File: config.mk
export PLATFORM = sky130hd
export DESIGN_NAME = imem_responder
export DESIGN_NICKNAME = d
export VERILOG_FILES = /design/src/rtl/imem_responder.sv
export SDC_FILE = /design/constraint.sdc
export NUM_CORES = 2
export LEC_CHECK = 0
export CAP_MARGIN = 10
export CORE_MARGIN = 2
export CORE_UTILIZATION = 40
export DETAILED_ROUTE_END_ITERATION = 8
export SLEW_MARGIN = 20
export SYNTH_ARGS = -nofsm -noshare
export SYNTH_HDL_FRONTEND = slang
export SYNTH_SLANG_ARGS = --single-unit
File: constraint.sdc
create_clock -name clk -period 158.3 [get_ports clk]
set_input_delay 39.575 -clock clk [delete_from_list [all_inputs] [get_ports clk]]
set_output_delay 39.575 -clock clk [all_outputs]
set_load 0.02 [all_outputs]
File: src/rtl/imem_responder.sv
// Instruction-memory responder: valid/ready fetch requests in, stored words out
// through a 2-entry in-order response buffer, with a run-time program load port.
module imem_responder #(
    parameter int DEPTH = 64,
    parameter int AW    = $clog2(DEPTH)
) (
    input  logic          clk,
    input  logic          reset,
    input  logic          req_valid,
    output logic          req_ready,
    input  logic [31:0]   req_addr,
    output logic          rsp_valid,
    input  logic          rsp_ready,
    output logic [31:0]   rsp_data,
    output logic          rsp_err,
    input  logic          load_en,
    input  logic [AW-1:0] load_addr,
    input  logic [31:0]   load_data,
    output logic [15:0]   err_count
);

    localparam logic [31:0] BOOT_WORD0 = 32'h0050_0113;
    localparam logic [31:0] BOOT_WORD1 = 32'h00a0_0193;
    localparam logic [31:0] NOP_WORD   = 32'h0000_0013;

    logic [31:0] mem_word [DEPTH];

    logic [31:0] data_reg [2];
    logic [1:0]  err_reg;
    logic        wr_ptr_reg;
    logic        rd_ptr_reg;
    logic [1:0]  count_reg;
    logic [15:0] err_count_reg;

    logic          push;
    logic          pop;
    logic          lookup_err;
    logic [AW-1:0] lookup_idx;
    logic [31:0]   lookup_data;

    // Each word is its own register so reset can restore the boot program.
    generate
        for (genvar gi = 0; gi < DEPTH; gi++) begin : g_word
            localparam logic [31:0] RESET_WORD = (gi == 0) ? BOOT_WORD0 :
                                                 (gi == 1) ? BOOT_WORD1 : NOP_WORD;
            logic [31:0] word_reg;

            always_ff @(posedge clk or posedge reset) begin
                if (reset) begin
                    word_reg <= RESET_WORD;
                end else if (load_en && (load_addr == AW'(gi))) begin
                    word_reg <= load_data;
                end
            end

            assign mem_word[gi] = word_reg;
        end
    endgenerate

    assign req_ready = (count_reg != 2'd2);
    assign rsp_valid = (count_reg != 2'd0);
    assign push      = req_valid && req_ready;
    assign pop       = rsp_valid && rsp_ready;

    // Lookup reads the pre-edge word, so a same-cycle load is not seen.
    assign lookup_idx  = req_addr[AW+1:2];
    assign lookup_err  = (req_addr[1:0] != 2'b00) || (req_addr[31:2] >= 30'(DEPTH));
    assign lookup_data = lookup_err ? 32'h0 : mem_word[lookup_idx];

    always_ff @(posedge clk or posedge reset) begin
        if (reset) begin
            data_reg[0]   <= 32'h0;
            data_reg[1]   <= 32'h0;
            err_reg       <= 2'b00;
            wr_ptr_reg    <= 1'b0;
            rd_ptr_reg    <= 1'b0;
            count_reg     <= 2'd0;
            err_count_reg <= 16'h0;
        end else begin
            if (push) begin
                data_reg[wr_ptr_reg] <= lookup_data;
                err_reg[wr_ptr_reg]  <= lookup_err;
                wr_ptr_reg           <= ~wr_ptr_reg;
            end
            if (pop) begin
                rd_ptr_reg <= ~rd_ptr_reg;
                if (err_reg[rd_ptr_reg] && (err_count_reg != 16'hFFFF)) begin
                    err_count_reg <= err_count_reg + 16'd1;
                end
            end
            case ({push, pop})
                2'b10:   count_reg <= count_reg + 2'd1;
                2'b01:   count_reg <= count_reg - 2'd1;
                default: count_reg <= count_reg;
            endcase
        end
    end

    assign rsp_data  = data_reg[rd_ptr_reg];
    assign rsp_err   = err_reg[rd_ptr_reg];
    assign err_count = err_count_reg;

endmodule

Yosys cells after proc, flatten, opt, wreduce, memory -nomap -nowiden:

Index checks and enable logic that the tools add are counted.

* bits in registers: 2134
* input bits: 75
* output and inout bits: 51
* word-level logic and storage cells: 245

* add/sub/neg operators: 3
* order comparisons: 8
* eq/ne operators: 67
* multiplexer cells: 16
* bitwise operators: 5
* reductions and logical operators: 75

Operators by type and width (number)
* two-way mux 32 bit: 7
* binary-select mux 32 bit (select 6 bit): 1
* == test 6 bit (second input constant): 32
* == test 6 x 5 -> 1 bit (second input constant): 16
* logical AND 1 bit: 69
* bitwise mux 64 bit: 1
* == test 6 x 4 -> 1 bit (second input constant): 8
* demux 32 bit (select 1 bit): 1
* >= comparator 30 x 7 -> 1 bit (second input constant): 1
* == test 6 x 3 -> 1 bit (second input constant): 4
* adder 16 x 1 -> 16 bit (second input constant): 1
* inequality test 16 bit (second input constant): 1
* == test 6 x 2 -> 1 bit (second input constant): 2
* >= comparator 7 bit (second input constant): 1
* NOT 6 -> 7 bit: 1
* == test 6 x 1 -> 1 bit (second input constant): 1
* logical NOT 6 bit: 1
* nonzero test 2 bit: 3
* >= comparator 2 bit (second input constant): 2
* < comparator 1 x 2 -> 1 bit (second input constant): 2
* NOT 1 -> 2 bit: 2
* one-hot mux 2 bit (2 select lines): 1
* two-way mux 1 bit: 3
* adder 2 x 1 -> 2 bit (second input constant): 1
* other kinds (11): 12

Longest topological paths before layout:

* depth in word-level cells: 6
* mapped depth: 11
* mapped depth without buffers: 6

Worst setup path before layout:

No wires, ideal clock.

* path type: input-to-reg
* start: in req_addr[2]
* end: reg data_reg[2] (netlist bit)
* setup time: 0.122 ns
* arrival: 41.156 ns
* data required time: 158.178 ns
* path slack: 117.022 ns
* cell stages on the path: 8
* path buffers: 2
* path through: buf_6 > buf_12 > mux4_2 > mux4_2 > o22ai_2 > nor3_1 > nor2_2 > o21ai_1

* cells in the longest elaborated chain, start to end: 6
* elaborated cells on any way between the ends: 8
* classes of those cells: order compare: 1; mux: 5; bitwise: 1; reduce/logical: 1

Ends and longest elaborated chain
* start: declaration: line 11 `input logic [31:0] req_addr,`
* parallel branches: the longest is 4 deep, another holds >= comparator 30 x 7 -> 1 bit
* two-way mux 32 bit *: line 68 `assign lookup_data = lookup_err ? 32'h0 : mem_word[lookup_idx];`
* bitwise mux 64 bit *: line 81 `data_reg[wr_ptr_reg] <= lookup_data;`
* end signal: indexed assignment: line 81
* end: declaration: line 28 `logic [31:0] data_reg [2];`

Every way passes the cells marked *. The select of a mux whose other input is x is not followed.
A chain may end at the register's enable or synchronous reset.

Worst setup path in the final report:

* start: in req_addr[3]
* end: reg data_reg[15] (netlist bit)

The elaborated chain is that of the path after synthesis.

==> results.md <==
Run status:
- The flow ran to the end, and the final reports show no timing, DRC or antenna violations.

Pwr:
- The switching power is ~0.00035 W.
- The standby leakage power is just over 50 nW.
- VDD sags by at most between 0.01 and 0.015 mV.
- The register share of total power is 0.480.
- The relative contribution of the clock network to total power is 0.389.
- In this run the power density over the cells is 12.5 nW/um^2.
- The share of total power dissipated in combinational logic is 0.131.
- The internal power summed over all cells is ~0.001 W.
- The switching share of power is 0.254.

Placement:
- The worst slack at placement is 113.39 ns.
- The count of port buffers added during placement is 125.
- The congestion estimate from routability-driven global placement came to approximately 0.81.
- The total cell area at the placement stage is 102000 sq um.
- The placed instance count is between 9000 and 10000.
- Detailed placement ended at an HPWL of 162000 um.

Drt:
- The detailed-route wire length per cell is ~28 um.
- The routed layout has between 50000 and 60000 vias.
- The number of detailed-route iterations in the first pass is 8.
- The DRC violations left is 0.
- Dividing the detail-routed via count by the number of cells gives between 5 and 6.
- The count of antenna-violating nets left after detailed routing is 0.
- The number of DRC markers after the initial detailed-route iteration is approximately 4700.
- The routed wire length is 289000 um.

Yosys:
- The sequential-to-total area share from yosys stat is 0.546.
- The main flop type after synthesis is sky130_fd_sc_hd__dfrtp_1.
- The post-synthesis sequential element count is ~2100.
- The fraction of synthesis flops using an asynchronous set or reset pin is 1.00.
- The number of distinct library cells after synthesis is 55.
- The cell count after synthesis is ~7000.
- In this run, synthesis inferred 0 flip-flops with an integrated enable.
- Yosys printed 0 warnings.
- The combined area of all synthesized cells is about 98000 sq um.
- The number of nets produced by synthesis is ~7200.
- A synthesized cell averages roughly 14 sq um.

Layout:
- The number of flip-flops in the largest register is between 2000 and 2500.
- The total non-filler cell area in the finished layout is between 100000 and 150000 sq um.
- From synthesis to final layout, the design area changed by 11.4%.
- The library cells used most frequently in the layout, excluding fill and tap cells, are 1988 x sky130_fd_sc_hd__mux2_2, 1934 x sky130_fd_sc_hd__dfrtp_1, 913 x sky130_fd_sc_hd__mux2i_1, 442 x sky130_fd_sc_hd__a22oi_1, 225 x sky130_fd_sc_hd__clkbuf_16.
- The number of fillers in the final layout is 21684.
- The filler-free cell count of the finished design is ~10000.
- At the end of the flow, the number of nets in the layout was between 6000 and 7000.
- The share of final-layout standard cells stronger than drive strength 1 is 0.406.
- Leaving out fill and tap cells, the most frequent cell in the layout is sky130_fd_sc_hd__mux2_2.

Setup path:
- The worst reg-to-reg setup slack is approximately 160 ns.
- The total buffers and inverters traversed by the critical path is 5.
- The slowest stage of the critical path is the sky130_fd_sc_hd__buf_4 cell.
- The required time of the critical path is roughly 160 ns.
- The arrival time of the worst setup path is about 45 ns.
- The delay of the slowest critical-path stage is 0.85 ns.
- The cell that appears most often on the critical path is sky130_fd_sc_hd__buf_4.
- The category of the worst setup path launch point is an input port.
- The kind of critical path is input port to flop.
- The critical path goes through buf_8 > buf_4 > buf_4 > buf_4 > buf_4 > mux2i_1 > a22oi_1 > a21oi_1 > nor2_1 > nand3_1 > o211ai_1.
- Grouping stages by cell kind, the critical path spends the most delay in buffers and inverters.
- The most critical setup path has its startpoint at req_addr[3].
- The highest net fanout along the worst path is 82.
- The worst register-to-register path begins at rd_ptr_reg.
- STA classifies the critical path endpoint as a flop.

Global routing:
- Entering global routing, the biggest net connects around 180 pins.
- The via count of the first global-routing pass is between 60000 and 70000.
- For this run, the total global-route usage over all layers was measured as 0.230.
- The global-route wire length before repair is between 400000 and 500000 um.
- The number of antenna violations at the first check in global routing came to 20.
- The total global routing overflow is 0.

Worst hold path:
- In this run the most critical hold path is launched from g_word[14].word_reg[10].
- The class of the worst hold path is flop to flop.

Timing:
- Setup repair after global routing left no endpoint under its margin.
- The final period demand of the worst path is 44.18 ns.
- The setup skew after layout is between 0.04 and 0.05 ns.
- The final worst setup slack is approximately 110 ns.
- The final count of pins violating max slew came to 0.
- For the final routed database, the setup TNS stands at 0 ns.
- Setup violations remaining at the end of the flow were counted as 0.
- The final hold slack is slightly below 0.5 ns.
- The transition at the pin with the smallest max-transition slack is around 1.1 ns.
- The final count of hold timing violations is 0.
- The post-route fraction of the period consumed by the critical path is 0.279.
- Measured against its own limit, the worst slew margin works out to 0.237.
- The maximum clock rate is ~23 MHz.

Clocking:
- The clock net in this run drives a total of 2134 sinks.
- For the worst-skew pair, the clock arrives at the later sink with an insertion delay of about 0.88 ns.
- The clock tree from TritonCTS is built.
- The H-tree was split into 4 levels.
- The maximum root-to-sink buffer count is 3.
- The number of cells upsized or downsized after cts is 0.
- The cell chosen for the clock root is sky130_fd_sc_hd__clkbuf_16.
- The clock-pin slew reported for the worst setup and hold paths after clock tree synthesis is roughly 0.060 ns.
- The TritonCTS buffer count is approximately 220.
- The buffers inserted during post-CTS setup optimization is 0.
- After clock tree synthesis, the flow added hold-fix buffers numbering 0.

Floorplan:
- The region available for standard cell placement spans ~240000 sq um.
- The die covers 250000 sq um.
- For this configuration, the core starts out at a cell density of 0.403.
- The floorplan step set the die width to approximately 500 um.
- The vertical die dimension is between 400 and 500 um.
- In this run the count of I/O pins placed on the die edge is 126.
- The number of rows in the core area is about 180.

Job:
- The tool flagged a number of max-cap violations equal to 0.
[power groups by stage]
| stage | registers, W | clock network, W | logic, W |
|---|---|---|---|
| finish | 0.000656 | 0.000531 | 0.000179 |
| global route | 0.000665 | 0.000565 | 0.000195 |
| CTS | 0.000655 | 0.000542 | 0.000180 |
| detailed placement | 0.000665 | 0 | 0.000180 |
| global placement | 0.000661 | 0 | 0.000174 |
| floorplan | 0.000661 | 0 | 0.000137 |
[layout make-up]
cell class	instances	area (sq um)	share of cell area
diodes	8	20.0	0.000183
multi-input cells	4258	41700	0.381
flip-flops and latches	2134	53700	0.490
well taps	3202	4010	0.0366
clock buffers	364	6750	0.0617
inverters	3	18.8	0.000172
repair buffers	295	2600	0.0238
clock inverters	51	692	0.00632
[cell usage after synthesis (90+ instances only)]
library cell | count | area share
sky130_fd_sc_hd__nand2_1 | 171 | 0.0065
sky130_fd_sc_hd__clkbuf_1 | 293 | 0.011
sky130_fd_sc_hd__a21oi_1 | 106 | 0.0054
sky130_fd_sc_hd__mux2i_1 | 913 | 0.093
sky130_fd_sc_hd__buf_1 | 195 | 0.0074
sky130_fd_sc_hd__nor2_1 | 90 | 0.0034
sky130_fd_sc_hd__dfrtp_1 | 1935 | 0.49
sky130_fd_sc_hd__nand3_1 | 156 | 0.0079
sky130_fd_sc_hd__buf_2 | 91 | 0.0046
sky130_fd_sc_hd__mux2_2 | 1988 | 0.23
sky130_fd_sc_hd__a22oi_1 | 442 | 0.034
sky130_fd_sc_hd__dfstp_2 | 199 | 0.053
sky130_fd_sc_hd__mux2_1 | 98 | 0.011
[cells by family after synthesis]
| logic type | after synthesis | share of synthesized area |
|---|---|---|
| multiplexers | 3061 | 0.346 |
| flip-flops | 2134 | 0.546 |
| buffers and inverters | 696 | 0.0335 |
| AO/OA/AOI/OAI | 655 | 0.0472 |
| AND/OR/NAND/NOR | 521 | 0.0248 |
| XOR/XNOR | 19 | 0.00169 |
| adder cells (fa/ha/maj) | 2 | 0.000255 |
[per-stage QoR]
step / utilization / power [W]
after CTS: 0.448 / 0.00138
final: 0.449 / 0.00137
after detailed placement: 0.418 / 0.000845
after global routing: 0.449 / 0.00142
after global placement: 0.418 / 0.000835
after floorplan: - / 0.000798
[final timing paths]
check | to | cells after the start
max in group asynchronous | g_word[40].word_reg[5] | 6
min in group asynchronous | g_word[20].word_reg[2] | 2
worst max register to register | err_count[8] | 7
worst max-delay path | data_reg[15] | 11
worst min register to register | g_word[14].word_reg[10] | 1
worst min-delay path | g_word[14].word_reg[10] | 1
[routing by layer]
layer	up-vias	global-route usage	routed length [um]
met4	2	0.0774	9680
met5	-	0	13
met1	32436	0.319	130000
met2	1543	0.371	136000
li1	25538	-	-
met3	459	0.0308	14100
[worst register-to-register path: cells and delay by family, from the launching register on]
| kind | cells | cell delay [ns] |
|---|---|---|
| DFF | 1 | 0.34 |
| buffers and inverters | 1 | 0.51 |
| muxes | 1 | 0.30 |
| AOI/OAI and AO/OA | 1 | 0.56 |
| xor gates and xnor gates | 1 | 0.16 |
| and+or+nand+nor | 3 | 1.02 |
No activity file was read; power rests on OpenSTA's default activity.
